==> src/rtl/fifo_pkg.sv <==
// Shared FIFO helpers: depth/pointer sizing, default thresholds
// and the registered status-flag bundle.
package fifo_pkg;

  localparam int DEF_ADDR_WIDTH    = 4;
  localparam int DEF_AFULL_MARGIN  = 2;
  localparam int DEF_AEMPTY_THRESH = 2;

  typedef struct packed {
    logic full;
    logic empty;
    logic afull;
    logic aempty;
  } fifo_flags_t;

  function automatic int fifo_depth(input int aw);
    return 2 ** aw;
  endfunction

  // One extra bit so full and empty differ at equal indices
  function automatic int ptr_width(input int aw);
    return aw + 1;
  endfunction

endpackage

==> src/rtl/fifo_mem.sv <==
// Simple dual-port register array: synchronous write,
// asynchronous read. Contents are not reset.
module fifo_mem #(
  parameter int AW = 4,
  parameter int DW = 8
) (
  input  logic          clk,
  input  logic          we,
  input  logic [AW-1:0] waddr,
  input  logic [DW-1:0] wdata,
  input  logic [AW-1:0] raddr,
  output logic [DW-1:0] rdata
);

  logic [DW-1:0] mem [2**AW];

  always_ff @(posedge clk) begin
    if (we) mem[waddr] <= wdata;
  end

  assign rdata = mem[raddr];

endmodule

==> src/rtl/sync_fifo_flags.sv <==
// Single-clock FIFO with count, threshold flags and error pulses.
// Define FIFO_FWFT_EN for first-word-fall-through read data.
module sync_fifo_flags
  import fifo_pkg::*;
#(
  parameter int ADDR_WIDTH    = DEF_ADDR_WIDTH,
  parameter int DATA_WIDTH    = 8,
  parameter int AFULL_THRESH  = fifo_depth(ADDR_WIDTH) - DEF_AFULL_MARGIN,
  parameter int AEMPTY_THRESH = DEF_AEMPTY_THRESH
) (
  input  logic                  clk,
  input  logic                  rst,
  input  logic [DATA_WIDTH-1:0] data_in,
  input  logic                  Wr_enable,
  input  logic                  Read_enable,
  output logic [DATA_WIDTH-1:0] data_out,
  output logic                  full,
  output logic                  empty,
  output logic                  almost_full,
  output logic                  almost_empty,
  output logic [ADDR_WIDTH:0]   count,
  output logic                  overflow,
  output logic                  underflow
);

  localparam int PW = ptr_width(ADDR_WIDTH);
  localparam logic [PW-1:0] DEPTH_C = PW'(fifo_depth(ADDR_WIDTH));
  localparam logic [PW-1:0] AF_C    = PW'(AFULL_THRESH);
  localparam logic [PW-1:0] AE_C    = PW'(AEMPTY_THRESH);

  logic [PW-1:0]         wr_ptr;
  logic [PW-1:0]         rd_ptr;
  logic [PW-1:0]         count_q;
  logic [PW-1:0]         count_d;
  fifo_flags_t           flags_q;
  fifo_flags_t           flags_d;
  logic                  wr_acc;
  logic                  rd_acc;
  logic                  ovf_q;
  logic                  udf_q;
  logic [DATA_WIDTH-1:0] rd_data;

  fifo_mem #(
    .AW(ADDR_WIDTH),
    .DW(DATA_WIDTH)
  ) u_mem (
    .clk  (clk),
    .we   (wr_acc),
    .waddr(wr_ptr[ADDR_WIDTH-1:0]),
    .wdata(data_in),
    .raddr(rd_ptr[ADDR_WIDTH-1:0]),
    .rdata(rd_data)
  );

  // A simultaneous read frees the slot, so full does not block it
  always_comb begin
    rd_acc  = Read_enable && !flags_q.empty;
    wr_acc  = Wr_enable && (!flags_q.full || rd_acc);
    count_d = count_q + PW'(wr_acc) - PW'(rd_acc);
    flags_d        = '0;
    flags_d.full   = (count_d == DEPTH_C);
    flags_d.empty  = (count_d == '0);
    flags_d.afull  = (count_d >= AF_C);
    flags_d.aempty = (count_d <= AE_C);
  end

  always_ff @(posedge clk or posedge rst) begin
    if (rst) begin
      wr_ptr  <= '0;
      rd_ptr  <= '0;
      count_q <= '0;
      flags_q <= '{full: 1'b0, empty: 1'b1, afull: 1'b0, aempty: 1'b1};
      ovf_q   <= 1'b0;
      udf_q   <= 1'b0;
    end else begin
      if (wr_acc) wr_ptr <= wr_ptr + 1'b1;
      if (rd_acc) rd_ptr <= rd_ptr + 1'b1;
      count_q <= count_d;
      flags_q <= flags_d;
      ovf_q   <= Wr_enable && !wr_acc;
      udf_q   <= Read_enable && !rd_acc;
    end
  end

`ifdef FIFO_FWFT_EN
  assign data_out = flags_q.empty ? '0 : rd_data;
`else
  logic [DATA_WIDTH-1:0] dout_q;

  always_ff @(posedge clk or posedge rst) begin
    if (rst)         dout_q <= '0;
    else if (rd_acc) dout_q <= rd_data;
  end

  assign data_out = dout_q;
`endif

  assign full         = flags_q.full;
  assign empty        = flags_q.empty;
  assign almost_full  = flags_q.afull;
  assign almost_empty = flags_q.aempty;
  assign count        = count_q;
  assign overflow     = ovf_q;
  assign underflow    = udf_q;

endmodule

==> config.mk <==
export PLATFORM = sky130hd
export DESIGN_NAME = sync_fifo_flags
export DESIGN_NICKNAME = d
export VERILOG_FILES = /design/src/rtl/fifo_pkg.sv /design/src/rtl/fifo_mem.sv /design/src/rtl/sync_fifo_flags.sv
export SDC_FILE = /design/constraint.sdc
export NUM_CORES = 1
export LEC_CHECK = 0
export CAP_MARGIN = 25
export CORE_MARGIN = 2
export CORE_UTILIZATION = 35
export CTS_CLUSTER_SIZE = 40
export DETAILED_ROUTE_END_ITERATION = 8
export GPL_TIMING_DRIVEN = 0
export PLACE_DENSITY = 0.56
export SLEW_MARGIN = 20
export SYNTH_ARGS = -nofsm -noshare
export SYNTH_HDL_FRONTEND = slang
export SYNTH_SLANG_ARGS = --single-unit
==> constraint.sdc <==
create_clock -name clk -period 3.3 [get_ports clk]
set_input_delay 0.825 -clock clk [delete_from_list [all_inputs] [get_ports clk]]
set_output_delay 0.825 -clock clk [all_outputs]
set_load 0.05 [all_outputs]
==> out/results.txt, run 1 <==
Main flop type after synthesis: edfxtp_1
Worst path slowest cell: clkdlybuf4s50_1
Fin crit share: 94.1%
Final Cell Area: 7470 µm²
Clock Sinks: 155
Pleak: 2.60 nW
Status: finished, final reports clean
Routed Wire Length: 12100 µm
Number of synthesized register bits: 155
Total track usage: 14.2%
Layout area overhead: 20.6%
Largest net degree at the start of global routing: 17
Worst Skew: 0.0101 ns
Setup violators final: 0
CTS Hold Bufs: 0
Critical path type: input port to flop
Final slew viol count: 0
WL/cell: 20.1 µm
Clock buffer count from CTS: 17
Worst ir drop on vdd: 0.636 mV
Max Cap Viol: 0
Nets: 384
Cell with the most instances after synthesis: edfxtp_1
DIE AREA: 18800 µm²
Achievable Freq: 322 MHz
Core area: 17300 µm²
Cell area power density: 960 nW/µm²
TritonCTS clock tree: built
Pre-CTS WS: -0.914 ns
Register area share after synthesis: 73.0%
Worst Path Arrival: 3.44 ns
Final Hold Fails: 0
# DRC: 0
Post-layout util: 43.2%
Clock Tree Buf Depth: 2
Slew headroom: 53.5%
Grt met2 use: 23.2%
Asr flop ratio synth: 17.4%
Die height: 137 µm
CP top delay family: adder cells
Post-DP Area: 6800 µm²
Worst Max-Slew Pin Slew: 0.695 ns
Fraction of layout cells with a size suffix above 1: 20.6%
Initial Util: 35.8%
Yosys top cell area share: 62.0%
DRT iter0 DRCs: 206
Root Driver: clkbuf_16
Clk_lat worst skew: 0.42 ns
Synthesized instance count: 310
Met1 usage: 18.2%
YS warnings: 0
Worst hold path class: flop to flop
Antenna Nets Post-Route: 0
Syn_nets: 333
Syn_area_per_cell: 20.0 µm²
IO Port Bufs: 30
Crit-path max cell delay: 0.47 ns
First-pass GRT wire length: 18400 µm
Synth area leader: edfxtp_1
Vias in the first global route: 3153
H-tree Lvls: 4
Crit. End Element: flop
Dominant cells by area after synthesis: edfxtp_1, dfrtp_1, mux4_2
M3 GR Usage: 3.93%
1st-pass router iterations: 4
Worst path buffer plus inverter count: 4
GP Congestion: 0.744
Grt ovf: 0
Most frequent cells after synthesis: edfxtp_1, dfrtp_1, mux4_2, and2_1, mux4_1
Crit start category: input port
RSZ-0062 raised after global routing: no
I/O pin count: 31
Diode count: 0
Initial antenna violation count: 0
CP Cell Sequence: clkdlybuf4s50_1 -> nand2b_1 -> buf_4 -> a21boi_4 -> inv_1 -> ha_1 -> inv_1 -> ha_1 -> fa_2 -> xor2_1 -> or3_4 -> nor3b_2
Min cycle time layout: 3.11 ns
WHS: 0.507 ns
Worst EP required: 3.64 ns
Layer with the highest usage: met2
Mapped Area: 6190 µm²
Crit-path max FO: 9
Drt via density: 5.03
Post-synth EDFFs: 128
Post-DP HPWL: 7910 µm
Die W: 137 µm
Yosys cell types: 39
Setup ws final: 0.194 ns
Vias: 3013
Clock transition at the registers of the reported paths: 0.06 ns
Rows: 48
-- sequential cells by signal (all words and copies together) (netlist names) --
| name | cells |
|---|---|
| u_mem.mem | 128 |
| data_out | 8 |
| count | 5 |
| rd_ptr | 4 |
| wr_ptr | 4 |
| almost_empty | 1 |
| almost_full | 1 |
| empty | 1 |
| full | 1 |
| overflow | 1 |
| underflow | 1 |
-- path summary, 6_finish.rpt --
kind                        startpoint     endpoint  slack, ns  cells past startpoint
max reg2reg                      empty         full       0.61                     10
min in group asynchronous          rst  almost_full       0.77                      2
min                          rd_ptr[3]    rd_ptr[3]       0.51                      1
max                        Read_enable         full       0.19                     12
min reg2reg                  rd_ptr[3]    rd_ptr[3]       0.51                      1
max in group asynchronous          rst  data_out[0]       2.05                      3
-- worst reg2reg max path, cell delays in order (launching register included) --
cell and delay, ns:
dfstp_2 0.53, nand2b_1 0.10, buf_4 0.19, inv_2 0.13, ha_1 0.30, inv_1 0.04
ha_1 0.20, fa_2 0.36, xor2_1 0.22, or3_4 0.37, nor3b_2 0.18
-- final cells by class --
cell class              instances  area [µm²]
fillers                      1532        9820
flip-flops and latches        155        4520
multi-input cells             133        1600
clock buffers                  23         478
repair buffers                 32         335
well taps                     225         282
clock inverters                 9         138
plain buffers                  12        85.1
inverters                      10        37.5
-- what timing repair did --
action | in CTS | in global routing
endpoints found under the setup margin | 5 | 4
resized for setup | 6 | 4
setup buffers | 1 | 0
pin swaps | 1 | 2
gates cloned | 0 | 0
-- cell usage in the layout (no fill, tap or decap), types with 2 or more instances in the layout --
cell | Yosys | final
a22oi_1 | 2 | 2
mux4_1 | 13 | 13
dfrtp_1 | 25 | 25
o21ai_0 | 3 | 3
xnor2_1 | 9 | 8
nor2b_1 | 5 | 5
and2_1 | 13 | 13
a211oi_1 | 10 | 10
dfstp_2 | 2 | 2
clkbuf_16 | 0 | 17
inv_1 | 9 | 9
nand2_1 | 7 | 7
ha_1 | 10 | 10
buf_4 | 1 | 3
nand4_1 | 2 | 2
buf_2 | 8 | 7
bufinv_16 | 0 | 3
mux2_2 | 3 | 3
and4_1 | 4 | 4
clkinv_4 | 0 | 3
clkbuf_1 | 1 | 4
clkbuf_8 | 0 | 3
nor3b_1 | 3 | 2
clkdlybuf4s50_1 | 0 | 30
nor2_1 | 6 | 6
mux2i_1 | 8 | 8
edfxtp_1 | 128 | 128
mux4_2 | 19 | 19
a21o_1 | 2 | 2
-- where the power goes --
part	switching (W)	internal (W)	total [W]
Combinational	0.00147	0.00108	0.00255
Sequential	0.000151	0.00247	0.00262
Clock	0.000747	0.00125	0.00200
-- cells by family (layout without fill, tap and decap cells) --
logic type | after synthesis | in the layout | share of synthesized area [%]
multiplexers | 43 | 43 | 14.3
AO/OA/AOI/OAI | 24 | 24 | 2.85
XOR/XNOR | 10 | 10 | 1.41
adder cells (fa/ha/maj) | 11 | 11 | 2.34
AND/OR/NAND/NOR | 45 | 45 | 4.20
flip-flops | 155 | 155 | 73.0
buffers and inverters | 22 | 86 | 1.94
-- routing by layer --
| layer | wire length (µm) | share of wire [%] |
|---|---|---|
| met1 | 5260 | 44 |
| met2 | 6100 | 51 |
| met3 | 536 | 4.4 |
| met4 | 160 | 1.3 |
| met5 | 0 | 0 |
-- through the flow --
stage	setup TNS (ns)	total power, W	instances
3_5_place_dp	-10.15	0.00512	566
2_1_floorplan	0	0.00439	310
3_3_place_gp	-7.35	0.00508	565
5_1_grt	0	0.00754	599
4_1_cts	0	0.00722	599
6_report	0	0.00717	599
Note: power is estimated with default switching activity, not from simulation.
==> run 2: changes to the inputs <==
--- a/config.mk
+++ b/config.mk
@@ -12,6 +12,7 @@
 export DETAILED_ROUTE_END_ITERATION = 8
 export GPL_TIMING_DRIVEN = 0
 export PLACE_DENSITY = 0.56
+export REMOVE_ABC_BUFFERS = 1
 export SLEW_MARGIN = 20
 export SYNTH_ARGS = -nofsm -noshare
 export SYNTH_HDL_FRONTEND = slang
==> run 2 against run 1 <==
Effect of this change:
- combinational power shrank 6%
- first-iteration DRC count grew 40%
- total power shrank 1.3%
- critical path type unchanged
- clock-buffer cell count is the same
- utilization shrank 0.17 points
- largest power group unchanged
- sequential power grew 4%
- critical path depth shrank 1
- non-clock buffer count shrank 8
- clock power is essentially flat
- global-route usage grew 0.14 points
- flip-flop and latch count is the same
- via count shrank 2.3%
==> out/results.txt, run 2 (synthesis results as in run 1) <==
Max reg flops: 128
Layout area overhead: 20.1%
Crit start category: input port
Reg-to-reg setup timing slack: 0.59 ns
Routed Wire Length: 12000 µm
Worst path slowest cell: clkdlybuf4s50_1
IO Port Bufs: 30
Post-DP HPWL: 7580 µm
Crit. End Element: flop
Crit-path max cell delay: 0.52 ns
CP Cell Sequence: clkdlybuf4s50_1 -> nand2b_4 -> a21boi_4 -> inv_1 -> ha_1 -> inv_1 -> ha_1 -> fa_1 -> xor2_1 -> or3_1 -> nor3b_1
Critical path type: input port to flop
Grt ovf: 0
Commonest non-fill, non-tap cell in the layout: edfxtp_1
H-tree Lvls: 4
Worst Skew: 0.00901 ns
R2R cell count: 10
Fraction of layout cells with a size suffix above 1: 20.2%
Worst EP required: 3.63 ns
Max Cap Viol: 0
CP top delay family: adder cells
Slew headroom: 54.8%
Antenna Nets Post-Route: 0
Worst hold path class: flop to flop
Final slew viol count: 0
Status: finished, final reports clean
Crit. Startpoint: Read_enable
Setup violators final: 0
Initial Util: 35.8%
Largest net degree at the start of global routing: 29
DRT iter0 DRCs: 289
Worst Max-Slew Pin Slew: 0.677 ns
Reg2reg end: full
Biggest register: u_mem.mem
Clock transition at the registers of the reported paths: 0.06 ns
First-pass GRT wire length: 18500 µm
Clock Tree Buf Depth: 2
Clk_lat worst skew: 0.42 ns
Worst Path Arrival: 3.40 ns
RSZ-0062 raised after global routing: no
Min cycle time layout: 3.06 ns
Worst path depth: 11
# DRC: 0
Die W: 137 µm
WHS: 0.498 ns
Clock Sinks: 155
DIE AREA: 18800 µm²
Rows: 48
Drt via density: 4.98
Commonest non-fill, non-tap cells in the layout: edfxtp_1, clkdlybuf4s50_1, dfrtp_1, clkbuf_16, mux4_2
Nets: 376
Final Hold Fails: 0
I/O pin count: 31
Total track usage: 14.3%
Worst setup path end: full
Power consumption: 0.00708 W
Final Cell Area: 7440 µm²
Clock buffer count from CTS: 17
Diode count: 0
Crit-path max FO: 4
Fin crit share: 92.8%
Achievable Freq: 326 MHz
Cell area power density: 951 nW/µm²
Die height: 137 µm
Initial antenna violation count: 0
Core area: 17300 µm²
R2R Path Start: empty
Vias: 2944
Vias in the first global route: 3116
Worst path buffer plus inverter count: 3
Root Driver: clkbuf_16
1st-pass router iterations: 5
TritonCTS clock tree: built
WL/cell: 20.2 µm
Worst ir drop on vdd: 0.761 mV
Pleak: 2.58 nW
Post-DP Area: 6760 µm²
GP Congestion: 0.678
-- run 2: area by class of cell --
type / count / area, µm²
clock buffers: 23 / 564
clock inverters: 9 / 65.1
fillers: 1543 / 9850
inverters: 10 / 37.5
multi-input cells: 133 / 1590
flip-flops and latches: 155 / 4530
well taps: 225 / 282
repair buffers: 36 / 383
-- run 2: how the worst min path moves through the flow --
stage	to	cells past startpoint	startpoint	slack, ns
after floorplan	rd_ptr[3]	1	rd_ptr[3]	0.47
after global placement	rd_ptr[3]	1	rd_ptr[3]	0.48
after detailed placement	rd_ptr[3]	1	rd_ptr[3]	0.48
after CTS	rd_ptr[3]	1	rd_ptr[3]	0.50
after global routing	rd_ptr[3]	1	rd_ptr[3]	0.52
final	rd_ptr[3]	1	rd_ptr[3]	0.50
-- run 2: repair_timing --
item,4_1_cts,5_1_grt
setup endpoints to repair,6,3
gates resized for setup,7,0
endpoints found under the hold margin,0,0
hold buffers,0,0
pin swaps,1,1
setup buffers,1,2
-- run 2: per-layer routing --
| metal | vias to the layer above | share of wire [%] | track usage, % |
|---|---|---|---|
| met1 | 1513 | 43 | 18.2 |
| met3 | 13 | 6.1 | 4.41 |
| met4 | 0 | 1.4 | 5.33 |
| met5 | - | 0 | 0 |
| li1 | 1338 | - | - |
| met2 | 80 | 50 | 23.1 |
-- run 2: power breakdown --
part / total (W) / internal [W] / switching, W
logic: 0.00239 / 0.00106 / 0.00133
clock network: 0.00198 / 0.00121 / 0.000763
registers: 0.00272 / 0.00247 / 0.000247
total: 0.00708 / 0.00475 / 0.00234
-- run 2: metrics by stage --
step / setup WS (ns) / setup TNS [ns] / utilization [%] / instances
floorplan: 0.0152 / 0 / - / 298
global route: 0.0847 / 0 / 43.0 / 591
detailed placement: -1.19 / -40.03 / 39.1 / 556
CTS: 0.0155 / 0 / 42.9 / 589
finish: 0.237 / 0 / 43.0 / 591
global placement: -1.14 / -35.59 / 38.7 / 553
==> run 3: changes to the inputs <==
--- a/config.mk
+++ b/config.mk
@@ -11,6 +11,7 @@
 export CTS_CLUSTER_SIZE = 40
 export DETAILED_ROUTE_END_ITERATION = 8
 export GPL_TIMING_DRIVEN = 0
+export MAX_ROUTING_LAYER = met4
 export PLACE_DENSITY = 0.56
 export REMOVE_ABC_BUFFERS = 1
 export SLEW_MARGIN = 20
==> run 3 against run 2 <==
Effect of this change:
- sequential power hardly changed
- die area stayed put
- clock skew is 0.00077 ns higher
- clock-buffer cell count stayed put
- worst setup slack worse by 0.0015 ns
- worst hold slack worse by 0.0019 ns
- sequential share of layout area stayed put
- first-iteration DRC count is 0.69% higher
- final area stayed put
- critical path type unchanged
- largest power group unchanged
==> out/results.txt, run 3 (synthesis results as in run 1) <==
Critical path type: input port to flop
Max Cap Viol: 0
# DRC: 0
1st-pass router iterations: 4
Commonest non-fill, non-tap cell in the layout: edfxtp_1
Final Cell Area: 7440 µm²
Crit-path max FO: 4
Crit. Startpoint: Read_enable
Fraction of layout cells with a size suffix above 1: 20.2%
First-pass GRT wire length: 18500 µm
Power consumption: 0.00709 W
Cell Int Power: 0.00475 W
Core area: 17300 µm²
Vias: 2942
Clock transition at the registers of the reported paths: 0.06 ns
Hold-critical path endpoint: rd_ptr[3]
IO Port Bufs: 30
Achievable Freq: 326 MHz
Commonest non-fill, non-tap cells in the layout: edfxtp_1, clkdlybuf4s50_1, dfrtp_1, clkbuf_16, mux4_2
M3 GR Usage: 4.37%
Final Hold Fails: 0
GP Congestion: 0.685
Met1 usage: 18.3%
Worst Path Arrival: 3.40 ns
Largest net degree at the start of global routing: 29
Total track usage: 14.7%
Crit start category: input port
Worst EP required: 3.63 ns
Switching power share of the total: 33.0%
Clock buffer count from CTS: 17
Hold Crit Depth: 1
Crit. End Element: flop
Layout area overhead: 20.1%
Max reg flops: 128
Final slew viol count: 0
Layer with the highest usage: met2
Status: finished, final reports clean
Dpl cells: 556
Min cycle time layout: 3.06 ns
Slew headroom: 54.3%
Clock Sinks: 155
Antenna Nets Post-Route: 0
Die W: 137 µm
WL/cell: 20.3 µm
Worst Max-Slew Pin Slew: 0.684 ns
Clk_lat worst skew: 0.42 ns
Gate power share: 33.7%
Fin Setup TNS: 0 ns
Post-DP HPWL: 7580 µm
Cell area power density: 952 nW/µm²
Hold Startpoint: rd_ptr[3]
Reg2reg end: full
R2R Path Start: empty
Fin crit share: 92.9%
Diode count: 0
Reg-to-reg setup timing slack: 0.59 ns
Clock share of power: 27.9%
Post-DP Area: 6760 µm²
Seq pwr share: 38.4%
I/O pin count: 31
Worst ir drop on vdd: 0.761 mV
Vias in the first global route: 3107
Rows: 48
TritonCTS clock tree: built
Worst hold path class: flop to flop
Non-filler cells, final: 591
Routed Wire Length: 12000 µm
Biggest register: u_mem.mem
CTS Hold Bufs: 0
RSZ-0062 raised after global routing: no
H-tree Lvls: 4
Pleak: 2.58 nW
Drt via density: 4.98
P_sw: 0.00234 W
Setup violators final: 0
DRT iter0 DRCs: 291
Initial Util: 35.8%
R2R cell count: 10
Grt ovf: 0
Die height: 137 µm
Worst Skew: 0.00978 ns
Initial antenna violation count: 0
Root Driver: clkbuf_16
Grt met2 use: 23.0%
Clock Tree Buf Depth: 2
DIE AREA: 18800 µm²
Nets: 376
WHS: 0.496 ns
[run 3: cell counts in the layout (fill, tap and decap cells not counted)]
Identical to the previous run, type by type.
[run 3: how the worst max path moves through the flow]
stage                               to  slack (ns)
after detailed placement  almost_empty       -1.19
after CTS                 almost_empty        0.02
final                             full        0.24
after global routing              full        0.08
after floorplan           almost_empty        0.02
after global placement    almost_empty       -1.14
[run 3: worst max-delay path, cell delays in order]
cell,delay [ns]
clkdlybuf4s50_1,0.52
nand2b_4,0.08
a21boi_4,0.16
inv_1,0.11
ha_1,0.28
inv_1,0.04
ha_1,0.20
fa_1,0.41
xor2_1,0.22
or3_1,0.35
nor3b_1,0.20
[run 3: stage by stage]
step                setup slack (ns)  util (%)
finish                         0.235      43.0
global route                  0.0844      43.0
global placement               -1.14      38.7
floorplan                     0.0152         -
detailed placement             -1.19      39.1
CTS                           0.0155      42.9
[run 3: layout make-up]
| cell class | count | area, µm² |
|---|---|---|
| Fill cell | 1543 | 9850 |
| Sequential cell | 155 | 4530 |
| Multi-Input combinational cell | 133 | 1590 |
| Clock buffer | 23 | 564 |
| Timing Repair Buffer | 36 | 383 |
| Tap cell | 225 | 282 |
| Clock inverter | 9 | 65.1 |
| Inverter | 10 | 37.5 |
[run 3: power by group through the flow]
stage / sequential, W / combinational (W) / clock [W]
global placement: 0.00293 / 0.00206 / 0
CTS: 0.00273 / 0.00242 / 0.00202
floorplan: 0.00316 / 0.00114 / 0
global route: 0.00277 / 0.00258 / 0.00212
finish: 0.00272 / 0.00239 / 0.00198
detailed placement: 0.00276 / 0.00233 / 0
[run 3: repair_timing]
action	4_1_cts	5_1_grt
endpoints found under the setup margin	6	3
hold endpoints to repair	0	0
pin swaps	1	1
buffers inserted	1	2
resized for setup	7	0
[run 3: per-layer routing]
metal / wire length, µm / vias up / share of wire (%)
met5: 0 / - / 0
met4: 176 / 0 / 1.5
met3: 589 / 14 / 4.9
met2: 5990 / 64 / 50
met1: 5250 / 1528 / 44
li1: - / 1336 / -
